$ cat src/rtl/image_mem_pkg.sv
// -----------------------------------------------------------------------------
// image_mem_pkg
//   Shared definitions for the image memory reader: default geometry of the
//   image memory, the scan FSM state type and a small address helper.
//
//   Contents
//     DEF_ADDR_W      default word-address width of the image memory
//     DEF_DATA_W      default pixel width
//     DEF_MEM_WORDS   default image memory depth in words
//     DEF_FIFO_DEPTH  default number of output buffer entries
//     state_t         scan FSM states (IDLE, RUN, DRAIN)
//     next_word()     address increment that wraps at the end of the memory
// -----------------------------------------------------------------------------
package image_mem_pkg;

  localparam int DEF_ADDR_W     = 17;
  localparam int DEF_DATA_W     = 8;
  localparam int DEF_MEM_WORDS  = 81920;
  localparam int DEF_FIFO_DEPTH = 4;

  // IDLE  : waiting for a start request
  // RUN   : words remain to be requested from the memory
  // DRAIN : every read is issued, waiting for the buffer to empty
  typedef enum logic [1:0] {
    IDLE  = 2'd0,
    RUN   = 2'd1,
    DRAIN = 2'd2
  } state_t;

  // The memory depth is not a power of two, so the address has to wrap
  // explicitly from the last word back to word 0.
  function automatic int unsigned next_word(input int unsigned addr,
                                            input int unsigned words);
    if (addr + 1 >= words) begin
      return 0;
    end
    return addr + 1;
  endfunction

endpackage

$ cat src/rtl/image_mem_fifo.sv
// -----------------------------------------------------------------------------
// image_mem_fifo
//   Small synchronous FIFO buffering pixels between the image memory and the
//   pixel stream. Reads are first-word-fall-through: the head entry is always
//   visible on pop_data, and pop_data reads as zero while the FIFO is empty.
//   A flush empties the FIFO and overrides any push or pop in the same cycle.
//
//   Parameters
//     WIDTH  entry width
//     DEPTH  number of entries (power of two, >= 2)
//
//   Ports
//     clk        single clock
//     reset_n    asynchronous active-low reset
//     flush      synchronous clear of all entries
//     push       write push_data (ignored when full without a pop)
//     push_data  entry to write
//     pop        remove the head entry (ignored when empty)
//     pop_data   head entry, zero when empty
//     count      number of stored entries (0..DEPTH)
//     empty      count == 0
// -----------------------------------------------------------------------------
module image_mem_fifo #(
  parameter int WIDTH = 8,
  parameter int DEPTH = 4,
  localparam int PTR_W = $clog2(DEPTH),
  localparam int CNT_W = PTR_W + 1
) (
  input  logic             clk,
  input  logic             reset_n,
  input  logic             flush,
  input  logic             push,
  input  logic [WIDTH-1:0] push_data,
  input  logic             pop,
  output logic [WIDTH-1:0] pop_data,
  output logic [CNT_W-1:0] count,
  output logic             empty
);

  logic [WIDTH-1:0] storage [DEPTH];
  logic [PTR_W-1:0] wr_ptr;
  logic [PTR_W-1:0] rd_ptr;
  logic             full;
  logic             do_push;
  logic             do_pop;

  assign empty = (count == '0);
  assign full  = (count == CNT_W'(DEPTH));

  // A push into a full FIFO is still accepted when the head leaves in the
  // same cycle, because the freed slot is the one being written.
  assign do_pop  = pop && !empty && !flush;
  assign do_push = push && (!full || do_pop) && !flush;

  // Gating with !empty keeps pix_data at zero whenever nothing is valid,
  // including during reset, without having to reset the storage array.
  assign pop_data = empty ? '0 : storage[rd_ptr];

  // Storage needs no reset: an entry is only ever read after being written.
  always_ff @(posedge clk) begin
    if (do_push) begin
      storage[wr_ptr] <= push_data;
    end
  end

  // Pointers wrap naturally because DEPTH is a power of two; the separate
  // count distinguishes full from empty when the pointers are equal.
  always_ff @(posedge clk or negedge reset_n) begin
    if (!reset_n) begin
      wr_ptr <= '0;
      rd_ptr <= '0;
      count  <= '0;
    end else if (flush) begin
      wr_ptr <= '0;
      rd_ptr <= '0;
      count  <= '0;
    end else begin
      if (do_push) begin
        wr_ptr <= wr_ptr + PTR_W'(1);
      end
      if (do_pop) begin
        rd_ptr <= rd_ptr + PTR_W'(1);
      end
      case ({do_push, do_pop})
        2'b10:   count <= count + CNT_W'(1);
        2'b01:   count <= count - CNT_W'(1);
        default: count <= count;
      endcase
    end
  end

endmodule

$ cat src/rtl/image_mem_reader.sv
// -----------------------------------------------------------------------------
// image_mem_reader
//   Scans a contiguous run of words out of an image memory over an Avalon-MM
//   read-only master and streams them out as pixels with valid/ready flow
//   control. The memory has a fixed read latency of one cycle. Reads are
//   throttled so the output buffer can always absorb every read in flight,
//   which means a stalled consumer never loses data.
//
//   Optional feature
//     IMAGE_MEM_READER_CKSUM_EN  when defined, cksum holds the 16-bit sum of
//                                all pixels transferred since the last
//                                accepted start; otherwise cksum is zero and
//                                no accumulator is built.
//
//   Parameters
//     ADDR_W      word-address width of the image memory
//     DATA_W      pixel width
//     MEM_WORDS   image memory depth; addresses wrap from MEM_WORDS-1 to 0
//     FIFO_DEPTH  output buffer entries (power of two, >= 2)
//
//   Ports
//     clk, reset_n    clock and asynchronous active-low reset
//     start           one-cycle request to begin a scan (only honoured in IDLE)
//     abort           synchronous cancel; wins over start
//     base_addr       first word of the scan
//     length          number of words in the scan
//     m_address       memory word address
//     m_chipselect    one read request in this cycle
//     m_write         always 0 (read-only master)
//     m_clken         always 1
//     m_writedata     always 0
//     m_readdata      read data, valid the cycle after m_chipselect
//     pix_data        pixel stream data
//     pix_valid       pixel stream valid (buffer not empty)
//     pix_ready       pixel stream ready
//     busy            a scan is in progress
//     done            one-cycle pulse when a scan completes normally
//     cksum           pixel checksum (see optional feature)
// -----------------------------------------------------------------------------
module image_mem_reader #(
  parameter int ADDR_W     = image_mem_pkg::DEF_ADDR_W,
  parameter int DATA_W     = image_mem_pkg::DEF_DATA_W,
  parameter int MEM_WORDS  = image_mem_pkg::DEF_MEM_WORDS,
  parameter int FIFO_DEPTH = image_mem_pkg::DEF_FIFO_DEPTH
) (
  input  logic              clk,
  input  logic              reset_n,
  input  logic              start,
  input  logic              abort,
  input  logic [ADDR_W-1:0] base_addr,
  input  logic [ADDR_W-1:0] length,
  output logic [ADDR_W-1:0] m_address,
  output logic              m_chipselect,
  output logic              m_write,
  output logic              m_clken,
  output logic [DATA_W-1:0] m_writedata,
  input  logic [DATA_W-1:0] m_readdata,
  output logic [DATA_W-1:0] pix_data,
  output logic              pix_valid,
  input  logic              pix_ready,
  output logic              busy,
  output logic              done,
  output logic [15:0]       cksum
);

  import image_mem_pkg::*;

  localparam int CNT_W = $clog2(FIFO_DEPTH) + 1;

  state_t            state;
  logic [ADDR_W-1:0] remaining;
  logic              inflight;
  logic [CNT_W-1:0]  fifo_count;
  logic              fifo_empty;
  logic [CNT_W:0]    occupancy;
  logic              read_issue;
  logic              start_accept;
  logic              pix_xfer;

  assign m_write     = 1'b0;
  assign m_clken     = 1'b1;
  assign m_writedata = '0;

  assign busy         = (state != IDLE);
  assign start_accept = (state == IDLE) && start && !abort;
  assign pix_valid    = !fifo_empty;
  assign pix_xfer     = pix_valid && pix_ready;

  // Entries already buffered plus the read still on its way back; a new read
  // is only allowed while this leaves room for its data.
  assign occupancy  = {1'b0, fifo_count} + {{CNT_W{1'b0}}, inflight};
  assign read_issue = (state == RUN) && (remaining != '0)
                      && (occupancy < (CNT_W + 1)'(FIFO_DEPTH));
  assign m_chipselect = read_issue;

  // The data for last cycle's read arrives now and goes straight into the
  // buffer; an abort flushes the buffer and drops that word.
  image_mem_fifo #(
    .WIDTH (DATA_W),
    .DEPTH (FIFO_DEPTH)
  ) u_fifo (
    .clk       (clk),
    .reset_n   (reset_n),
    .flush     (abort),
    .push      (inflight),
    .push_data (m_readdata),
    .pop       (pix_xfer),
    .pop_data  (pix_data),
    .count     (fifo_count),
    .empty     (fifo_empty)
  );

  // Scan control. inflight remembers that a read was issued last cycle so the
  // returning word is captured. RUN always spends one cycle with remaining at
  // zero before DRAIN, which gives a zero-length scan its two busy cycles.
  always_ff @(posedge clk or negedge reset_n) begin
    if (!reset_n) begin
      state     <= IDLE;
      m_address <= '0;
      remaining <= '0;
      inflight  <= 1'b0;
      done      <= 1'b0;
    end else begin
      done     <= 1'b0;
      inflight <= read_issue;
      if (abort) begin
        state    <= IDLE;
        inflight <= 1'b0;
      end else begin
        case (state)
          IDLE: begin
            if (start) begin
              state     <= RUN;
              m_address <= base_addr;
              remaining <= length;
            end
          end
          RUN: begin
            if (read_issue) begin
              m_address <= ADDR_W'(next_word(32'(m_address), MEM_WORDS));
              remaining <= remaining - ADDR_W'(1);
            end
            if (remaining == '0) begin
              state <= DRAIN;
            end
          end
          DRAIN: begin
            if (!inflight && fifo_empty) begin
              state <= IDLE;
              done  <= 1'b1;
            end
          end
          default: begin
            state <= IDLE;
          end
        endcase
      end
    end
  end

`ifdef IMAGE_MEM_READER_CKSUM_EN
  logic [15:0] cksum_acc;

  // Running sum of delivered pixels, restarted by each accepted start. The
  // buffer is always empty in IDLE, so a clear never coincides with a pixel.
  always_ff @(posedge clk or negedge reset_n) begin
    if (!reset_n) begin
      cksum_acc <= '0;
    end else if (start_accept) begin
      cksum_acc <= '0;
    end else if (pix_xfer) begin
      cksum_acc <= cksum_acc + 16'(pix_data);
    end
  end

  assign cksum = cksum_acc;
`else
  // start_accept only feeds the checksum clear; keep it referenced here.
  logic unused_start_accept;
  assign unused_start_accept = start_accept;
  assign cksum = 16'd0;
`endif

endmodule

$ cat config.mk
export PLATFORM = sky130hd
export DESIGN_NAME = image_mem_reader
export DESIGN_NICKNAME = d
export VERILOG_FILES = /design/src/rtl/image_mem_pkg.sv /design/src/rtl/image_mem_fifo.sv /design/src/rtl/image_mem_reader.sv
export SDC_FILE = /design/constraint.sdc
export NUM_CORES = 1
export LEC_CHECK = 0
export BUFFER_PORTS_ARGS = -buffer_cell sky130_fd_sc_hd__buf_4
export CORE_MARGIN = 2
export CORE_UTILIZATION = 34
export DETAILED_ROUTE_END_ITERATION = 10
export PLACE_DENSITY = 0.52
export SLEW_MARGIN = 10
export SYNTH_ARGS = -nofsm -noshare
export SYNTH_HDL_FRONTEND = slang
export SYNTH_SLANG_ARGS = --single-unit
$ cat constraint.sdc
create_clock -name clk -period 5.7 [get_ports clk]
set_input_delay 1.14 -clock clk [delete_from_list [all_inputs] [get_ports clk]]
set_output_delay 1.14 -clock clk [all_outputs]
set_load 0.03 [all_outputs]
==> impl_metrics.ini <==
[outcome]
status = finished clean

[detailed_routing]
post_drt_wl_per_cell_um = 15.5
via_per_inst = 5.12
drc = 0
dr.pass1.iters = 5
wirelength_um = 10500
antenna_left = 0
dr_total_vias = 3468
dr.first_iter.drc_count = 261

[synth]
seq_area_frac_synth_pct = 47.7
syn_area_um2 = 4380
async_reset_ff_share_pct = 58.4
syn_inst = 440
synth.top_cell.area_share_pct = 25.7
synth_top_area_cell = dfrtp_1
synth.most_common_cell = dfrtp_1
synth-seq-cells = 77
yosys-top-cells-count = dfrtp_1 (45), nor2_1 (39), edfxtp_1 (32)
synth_cell_types = 53
synth_area_leaders = dfrtp_1 (26%), edfxtp_1 (22%), buf_4 (4.5%)
synth.avg_cell_area_um2 = 9.95
synth_ff_type = dfrtp_1
yosysWarnings = 0
synth-edff-count = 32

[sta]
hold-worst-slack_ns = 0.495
min_period_ns = 3.55
slew_viol_final = 0
fmax_mhz = 282
tightest_slew_ns = 1.05
hold_viol = 0
slew_headroom_pct = 29.8
finalSetupViolations = 0
setup_tns_ns = 0
rsz0062_at_grt = false
finClkSkew_ns = 0.00963
post-route-period-util_pct = 62.2

[global_routing]
grt_first_pass_wirelength_um = 17400
grt_pass1_vias = 3430
antenna_found_initial = 0
overflow = 0
grt_max_degree = 46
grt_use_total_pct = 15.6

[layout]
fin_cells = 678
fin_nets = 556
drive_gt1_share_pct = 22.1
diodes = 0
areaGrowthSynthToFinish_pct = 19.6
final_util_pct = 41.5

[floorplanning]
ioPinCount = 102
start_util_pct = 34.7
die_y_um = 117
core_um2 = 12600
die_area_um2 = 13800
fp.dieW_um = 117
num_rows = 41

[placement]
hpwl_um = 7120
dpl.cell_count = 662
place_congestion = 0.829
io_buffers = 75

[hold_path]
hold_depth = 1
min_path_type = flip-flop to flip-flop
min_from = remaining[5]

[critical_path]
cp-end-kind = primary output
cp.required_ns = 4.56
worstPathArrival_ns = 2.41
crit_path_start_kind = flip-flop
rr_worst_depth = 7
rr_startpoint = state[1]
critPathKind = flip-flop to primary output
startpoint = remaining[8]
cp_max_fo = 5

[clocking]
cts_root_buf = clkbuf_16
cts_made_buffers = 9
cts_tree = built
clk_latency_ns = 0.34
clkSinkCount = 77
post_cts_resized = 0
cts_setup_buffers = 0
postCtsHoldBufs = 0
clkTransAtPathRegs_ns = 0.06
cts_max_level = 3
clock_path_buffers = 2

[flow_run]
cap_violations = 0

[pwr]
p_per_area_nw_per_um2 = 331
ir_drop_v = 0.000175
p_leak_nw = 2.09
per-layer routing:
layer / wire length (um) / GRT usage (%) / up-vias / part of all wire [%]
met5: 0 / 0 / - / 0
met4: 114 / 4.74 / 0 / 1.1
met3: 554 / 3.68 / 8 / 5.3
met2: 5090 / 25.6 / 110 / 48
met1: 4790 / 20.7 / 1668 / 45
li1: - / - / 1682 / -
where the power goes:
part	total (mW)	switching (mW)	internal, mW
Clock	0.588	0.243	0.345
Combinational	0.425	0.264	0.161
Sequential	0.722	0.0841	0.637
Total	1.73	0.591	1.14
metrics by stage:
stage / power (mW) / cell area (um^2) / setup slack [ns]
finish: 1.73 / 5240 / 2.15
CTS: 1.76 / 5240 / 2.10
detailed placement: 1.16 / 4930 / 2.48
global route: 1.82 / 5240 / 1.95
global placement: 1.15 / 4930 / 2.55
floorplan: 1.02 / 4470 / 2.85
sequential cells by signal (all words and copies together) (netlist names):
name	cells
inflight	1
u_fifo.wr_ptr	2
remaining	17
state	2
m_address	17
u_fifo.rd_ptr	2
done	1
u_fifo.count	3
u_fifo.storage	32
placed cells by master (no fill, tap or decap), types with 7 or more instances in the layout:
| master | instances |
|---|---|
| a21oi_1 | 24 |
| a22oi_1 | 8 |
| a31oi_1 | 16 |
| a32oi_1 | 10 |
| and2_1 | 13 |
| buf_4 | 79 |
| clkbuf_16 | 9 |
| conb_1 | 26 |
| dfrtp_1 | 45 |
| edfxtp_1 | 32 |
| ha_1 | 7 |
| inv_1 | 20 |
| mux4_2 | 8 |
| nand2_1 | 25 |
| nand3_1 | 13 |
| nand4_1 | 8 |
| nor2_1 | 39 |
| nor3_1 | 15 |
| o21ai_0 | 21 |
| o21ai_1 | 12 |
| or3_1 | 9 |
worst paths after layout:
| path | endpoint | slack (ns) |
|---|---|---|
| max in group asynchronous | remaining[5] | 4.45 |
| min reg2reg | remaining[5] | 0.50 |
| max | m_chipselect | 2.15 |
| min | remaining[5] | 0.50 |
| max reg2reg | m_address[16] | 2.59 |
| min in group asynchronous | u_fifo.count[0] | 0.82 |
logic make-up after synthesis:
logic type      synth area share, %
compound gates                 17.1
xor+xnor                      0.800
fa+ha+maj                      2.46
buf+inv                        9.54
flops                          47.7
mux                            4.34
other cells                   0.171
simple gates                   17.9
critical path: stages (launching register included):
cell and delay (ns):
dfrtp_1 0.41, or4_4 0.53, nor3_1 0.23, nand2_1 0.18
o31ai_1 0.42, nor2b_1 0.12, buf_4 0.19
area by class of cell:
class / instances / area (um^2)
multi-input combinational: 314 / 1960
fill: 1262 / 7380
sequential: 77 / 2090
inverter: 20 / 75.1
timing repair buffer: 79 / 593
clock inverter: 7 / 77.6
clock buffer: 9 / 225
tap: 172 / 215
(Power assumes the default switching activity.)
